`src/rtl/win_check_pkg.sv`:
```
// Shared game definitions: difficulty levels, board edges and counter width.
package win_check_pkg;

    localparam int SIZE_EASY   = 8;
    localparam int SIZE_MEDIUM = 10;
    localparam int SIZE_HARD   = 16;
    localparam int CNT_W       = 9;

    typedef enum logic [1:0] {
        NONE   = 2'd0,
        EASY   = 2'd1,
        MEDIUM = 2'd2,
        HARD   = 2'd3
    } level_t;

    function automatic logic [4:0] level_size(level_t lvl);
        case (lvl)
            EASY:    return 5'(SIZE_EASY);
            MEDIUM:  return 5'(SIZE_MEDIUM);
            HARD:    return 5'(SIZE_HARD);
            default: return 5'd0;
        endcase
    endfunction

endpackage

```
`src/rtl/win_check_scan_cnt.sv`:
```
// Raster x/y counter over an n-by-n board; y is the inner (fast) index.
module board_scan_cnt (
    input  logic       clk,
    input  logic       rst,
    input  logic       run,
    input  logic       clear,
    input  logic [4:0] n,
    output logic [3:0] x,
    output logic [3:0] y,
    output logic       last
);

    logic [3:0] n_m1;
    logic       y_end;

    assign n_m1  = 4'(n - 5'd1);
    assign y_end = (y == n_m1);
    assign last  = y_end && (x == n_m1);

    always_ff @(posedge clk) begin
        if (rst || clear) begin
            x <= '0;
            y <= '0;
        end else if (run) begin
            if (y_end) begin
                y <= '0;
                x <= last ? 4'd0 : x + 4'd1;
            end else begin
                y <= y + 4'd1;
            end
        end
    end

endmodule

```
`src/rtl/win_check.sv`:
```
// Continuously scans the active board, counting safe and defused-safe cells,
// and flags a win once every safe cell is uncovered without touching a mine.
module win_check
    import win_check_pkg::*;
(
    input  logic               clk,
    input  logic               rst,
    input  logic [1:0]         level,
    input  logic               explode,
    input  logic [7:0][7:0]    mine_arr_easy,
    input  logic [9:0][9:0]    mine_arr_medium,
    input  logic [15:0][15:0]  mine_arr_hard,
    input  logic [7:0][7:0]    defuse_arr_easy,
    input  logic [9:0][9:0]    defuse_arr_medium,
    input  logic [15:0][15:0]  defuse_arr_hard,
    output logic [CNT_W-1:0]   defused_cnt,
    output logic [CNT_W-1:0]   safe_cnt,
    output logic               scan_done,
    output logic               win
);

    typedef enum logic [1:0] {IDLE, SCAN, EVAL, HOLD} state_t;

    state_t             state, state_nxt;
    level_t             lvl_q;
    logic [CNT_W-1:0]   safe_acc, def_acc;
    logic               mine_hit;
    logic [3:0]         x, y;
    logic               last;
    logic               mine_c, def_c;
    logic               start, scan_en, do_eval, abort, level_chg, win_cond;

    board_scan_cnt u_scan (
        .clk   (clk),
        .rst   (rst),
        .run   (scan_en),
        .clear (start | do_eval),
        .n     (level_size(lvl_q)),
        .x     (x),
        .y     (y),
        .last  (last)
    );

    always_comb begin
        mine_c = 1'b0;
        def_c  = 1'b0;
        case (lvl_q)
            EASY: begin
                mine_c = mine_arr_easy[x[2:0]][y[2:0]];
                def_c  = defuse_arr_easy[x[2:0]][y[2:0]];
            end
            MEDIUM: begin
                mine_c = mine_arr_medium[x][y];
                def_c  = defuse_arr_medium[x][y];
            end
            HARD: begin
                mine_c = mine_arr_hard[x][y];
                def_c  = defuse_arr_hard[x][y];
            end
            default: ;
        endcase
    end

    // An empty (all-mine) board must never count as won.
    assign win_cond = (def_acc == safe_acc) && (safe_acc != '0) && !mine_hit;

    always_comb begin
        state_nxt = state;
        start     = 1'b0;
        scan_en   = 1'b0;
        do_eval   = 1'b0;
        abort     = 1'b0;
        level_chg = (state != IDLE) && (level_t'(level) != lvl_q);
        if (explode) begin
            state_nxt = IDLE;
        end else if (level_chg) begin
            state_nxt = IDLE;
            abort     = 1'b1;
        end else begin
            case (state)
                IDLE: if (level != 2'd0) begin
                    state_nxt = SCAN;
                    start     = 1'b1;
                end
                SCAN: begin
                    scan_en = 1'b1;
                    if (last) state_nxt = EVAL;
                end
                EVAL: begin
                    do_eval   = 1'b1;
                    state_nxt = win_cond ? HOLD : SCAN;
                end
                default: ;
            endcase
        end
    end

    always_ff @(posedge clk) begin
        if (rst) state <= IDLE;
        else     state <= state_nxt;
    end

    always_ff @(posedge clk) begin
        if (rst) begin
            lvl_q       <= NONE;
            safe_acc    <= '0;
            def_acc     <= '0;
            mine_hit    <= 1'b0;
            defused_cnt <= '0;
            safe_cnt    <= '0;
            scan_done   <= 1'b0;
            win         <= 1'b0;
        end else begin
            scan_done <= do_eval;
            if (start) lvl_q <= level_t'(level);
            if (start || do_eval) begin
                safe_acc <= '0;
                def_acc  <= '0;
                mine_hit <= 1'b0;
            end else if (scan_en) begin
                safe_acc <= safe_acc + CNT_W'(!mine_c);
                def_acc  <= def_acc + CNT_W'(def_c && !mine_c);
                mine_hit <= mine_hit | (def_c & mine_c);
            end
            // Explode keeps the last counts visible; a level change wipes them.
            if (explode) begin
                win <= 1'b0;
            end else if (abort) begin
                win         <= 1'b0;
                defused_cnt <= '0;
                safe_cnt    <= '0;
            end else if (do_eval) begin
                defused_cnt <= def_acc;
                safe_cnt    <= safe_acc;
                win         <= win_cond;
            end else if (state == IDLE) begin
                win <= 1'b0;
            end
        end
    end

endmodule
```
`config.mk`:
```
export PLATFORM = sky130hd
export DESIGN_NAME = win_check
export DESIGN_NICKNAME = d
export VERILOG_FILES = /design/src/rtl/win_check_pkg.sv /design/src/rtl/win_check_scan_cnt.sv /design/src/rtl/win_check.sv
export SDC_FILE = /design/constraint.sdc
export NUM_CORES = 1
export LEC_CHECK = 0
export BUFFER_PORTS_ARGS = -buffer_cell sky130_fd_sc_hd__buf_2
export CELL_PAD_IN_SITES_DETAIL_PLACEMENT = 1
export CELL_PAD_IN_SITES_GLOBAL_PLACEMENT = 1
export CORE_AREA = 4 4 333 335
export DETAILED_ROUTE_END_ITERATION = 7
export DIE_AREA = 0 0 337 339
export PLACE_DENSITY = 0.45
export SYNTH_ARGS = -nofsm -noshare
export SYNTH_HDL_FRONTEND = slang
export SYNTH_SLANG_ARGS = --single-unit
```
`constraint.sdc`:
```
create_clock -name clk -period 6.43 [get_ports clk]
set_input_delay 0.3215 -clock clk [delete_from_list [all_inputs] [get_ports clk]]
set_output_delay 0.3215 -clock clk [all_outputs]
set_load 0.01 [all_outputs]
```
==> flow_summary.toml <==
[place]
place_inst = 3076
place_area_um2 = 15300
hpwl_mm = 77.5
port_buffers = 864
gp_congestion = 0.873

[synth]
syn_area_per_cell_um2 = 11.0
synth-edff-count = 0
yosysWarnings = 0
syn_nets = 1716
synth_seq_area_share = 0.107
async_flop_share = 0
synth_flop_cell = "dfxtp_1"
syn_inst = 862
synth-seq-cells = 51
synth_area_um2 = 9520
synth_cell_types = 68

[clock_network]
numClockSinks = 51
cts_made_buffers = 5
hold_buffers = 0
post_cts_buffers = 0
post_cts_resized = 0
cts_buffer_depth = 2
tritoncts = "done"
clockRootBuffer = "clkbuf_16"
clk_pin_slew_ps = 80
cts_max_level = 2
clkLatencyLatePin_ps = 300

[critical_path]
rr_endpoint = "def_acc[6]$_SDFFE_PP0P_"
cp_common_cell = "ha_1"
cp_max_fo = 25
critPathLaunchType = "register"
r2r_start = "u_scan.x[3]$_SDFFE_PP0P_"
arrival_ps = 5190
crit_type = "register to register"
cp.buffers_inverters = 1
r2r_setup_slack_ps = 1400
setup.worst_path.end_class = "register"
cp.depth = 15
cp.required_ps = 6600
worst_path_max_delay_cell = "nor2b_4"
critPathTopFamily = "compound AO/OA/AOI/OAI gates"
worst_path_largest_cell_delay_ps = 720
crit_start = "u_scan.x[3]$_SDFFE_PP0P_"
path_cells = "buf_4 > nor2b_4 > a22o_1 > a211oi_1 > o31ai_1 > nor3_1 > o32ai_1 > a32oi_2 > nor2b_1 > ha_1 > ha_1 > and4_1 > nand3_1 > xor2_1 > nor2_1"
rr_worst_depth = 15
crit_end = "def_acc[6]$_SDFFE_PP0P_"

[die]
die-area_um2 = 114000
ios = 865
start_util = 0.0881
die_h_um = 339
fp.dieW_um = 337
std_cell_rows = 121
core-area_um2 = 108000

[global_route]
grt_pass1_wl_mm = 113
track_usage = 0.145
grt_start_max_net_pins = 59
antenna_found_initial = 36
grt_pass1_vias = 12931
grt-ovfl-total = 0

[sta]
final_max_slew_viol_count = 0
hold_slack_ps = 237
max_slew.worst_pin.slew_ps = 1300
post-route-period-util = 0.781
setup_tns_ps = 0
setup-violations-final = 0
clock.fmax_mhz = 199
final_hold_viol_count = 0
min_period_ps = 5030
rsz0062_at_grt = "false"
finClkSkew_ps = 7.39
slew_headroom = 0.125

[final_layout]
fillers = 12998
finalInstanceArea_um2 = 15500
instances_no_fill = 3102
syn2layout_area_growth_pct = 63.1
final_cell_mix = "864 x buf_2, 187 x mux4_2, 59 x mux2i_1"
multi_input_area_um2 = 7840
final_util = 0.144
final_common_cell = "buf_2"
fin_nets = 2523
regArea_um2 = 1040
final_layout_size_suffix_gt1_frac = 0.679

[routing]
vias = 11875
ant_nets = 0
wl_per_cell_um = 28.4
first_pass_iters = 5
drt_iter0_drc = 659
route.detailed.drc = 0
via_per_inst = 3.83
drt-total-wl_mm = 88.1

[pwr]
power.leakage_nw = 6.13
p_per_area_nw_per_um2 = 72.8
ir_drop_v = 0.0000842

[worst_hold_path]
hp-class = "primary input to register"

[status]
outcome = "finished clean"

[flow_run]
maxCapViolCount = 0
==> how the worst min path moves through the flow <==
stage	start	to	slack, ps	depth (start not counted)
final	rst	lvl_q[1]$_SDFFE_PP0P_	240	2
after global routing	rst	lvl_q[1]$_SDFFE_PP0P_	240	2
after CTS	rst	lvl_q[1]$_SDFFE_PP0P_	240	2
after detailed placement	defused_cnt[6]$_SDFFE_PP0P_	defused_cnt[6]$_SDFFE_PP0P_	470	1
after global placement	safe_cnt[1]$_SDFFE_PP0P_	safe_cnt[1]$_SDFFE_PP0P_	460	1
after floorplan	rst	lvl_q[0]$_SDFFE_PP0P_	390	1
==> kinds of logic after synthesis <==
| group | Yosys count | synth area share |
|---|---|---|
| buffers and inverters | 109 | 0.0722 |
| and+or+nand+nor | 212 | 0.113 |
| adders and majority gates | 9 | 0.0118 |
| xor gates and xnor gates | 26 | 0.0239 |
| muxes | 263 | 0.525 |
| AOI/OAI and AO/OA | 192 | 0.147 |
| DFF | 51 | 0.107 |
==> area by class of cell <==
cell class | instances | share of cell area
Clock inverter | 3 | 0.00185
Antenna cell | 18 | 0.00290
Clock buffer | 5 | 0.00806
Timing Repair Buffer | 900 | 0.299
Tap cell | 1414 | 0.114
Multi-Input combinational cell | 702 | 0.505
Inverter | 9 | 0.00218
Sequential cell | 51 | 0.0671
==> state kept, by name (all words and copies together) (netlist names) <==
name	flops
state	2
defused_cnt	9
scan_done	1
safe_acc	9
def_acc	9
win	1
safe_cnt	9
lvl_q	2
mine_hit	1
u_scan.x	4
u_scan.y	4
==> Yosys cell counts (3+ instances only) <==
library cell | n | area, um^2
a2111oi_0 | 4 | 35.0
a211oi_1 | 13 | 97.6
a21boi_0 | 3 | 22.5
a21oi_1 | 32 | 160
a221oi_1 | 4 | 35.0
a22o_1 | 26 | 228
a22oi_1 | 17 | 128
a311oi_1 | 3 | 26.3
a31oi_1 | 4 | 25.0
and2_1 | 7 | 43.8
and3_1 | 7 | 43.8
and4_1 | 4 | 35.0
buf_1 | 5 | 18.8
buf_2 | 23 | 115
buf_4 | 19 | 143
buf_6 | 17 | 191
buf_8 | 3 | 45.0
clkbuf_1 | 32 | 120
dfxtp_1 | 51 | 1020
ha_1 | 9 | 113
inv_1 | 9 | 33.8
mux2_2 | 17 | 191
mux2i_1 | 59 | 591
mux4_2 | 187 | 4210
nand2_1 | 47 | 176
nand2b_1 | 11 | 68.8
nand3_1 | 23 | 115
nand3b_1 | 6 | 45.0
nand4_1 | 5 | 31.3
nor2_1 | 47 | 176
nor2b_1 | 11 | 68.8
nor3_1 | 16 | 80.1
nor4_1 | 11 | 68.8
o2111ai_1 | 3 | 26.3
o21a_1 | 3 | 22.5
o21ai_0 | 22 | 110
o221ai_1 | 12 | 105
o22ai_1 | 15 | 93.8
o311ai_0 | 3 | 26.3
o32ai_1 | 4 | 35.0
or2_2 | 3 | 18.8
or3_1 | 6 | 37.5
xnor2_1 | 15 | 131
xor2_1 | 11 | 96.3
==> layer usage <==
layer	wire length, um	vias to the layer above	GRT usage
met3	6300	52	0.0350
li1	-	5264	-
met5	80	-	0
met4	1010	12	0.0154
met2	45400	560	0.268
met1	35300	5987	0.176
==> power breakdown <==
group	total (W)	switching [W]	internal [W]	leakage (nW)
combinational	0.000520	0.000220	0.000301	5.63
sequential	0.000323	0.00000804	0.000315	0.416
clock	0.000286	0.000137	0.000149	0.0760
==> per-stage QoR <==
stage / worst slack [ps] / total power [W]
final: 1400 / 0.00113
after global routing: 1070 / 0.00119
after CTS: 1170 / 0.00115
after detailed placement: 1210 / 0.000861
after global placement: 1260 / 0.000857
after floorplan: 2980 / 0.000491
Note: power is estimated with default switching activity, not from simulation.
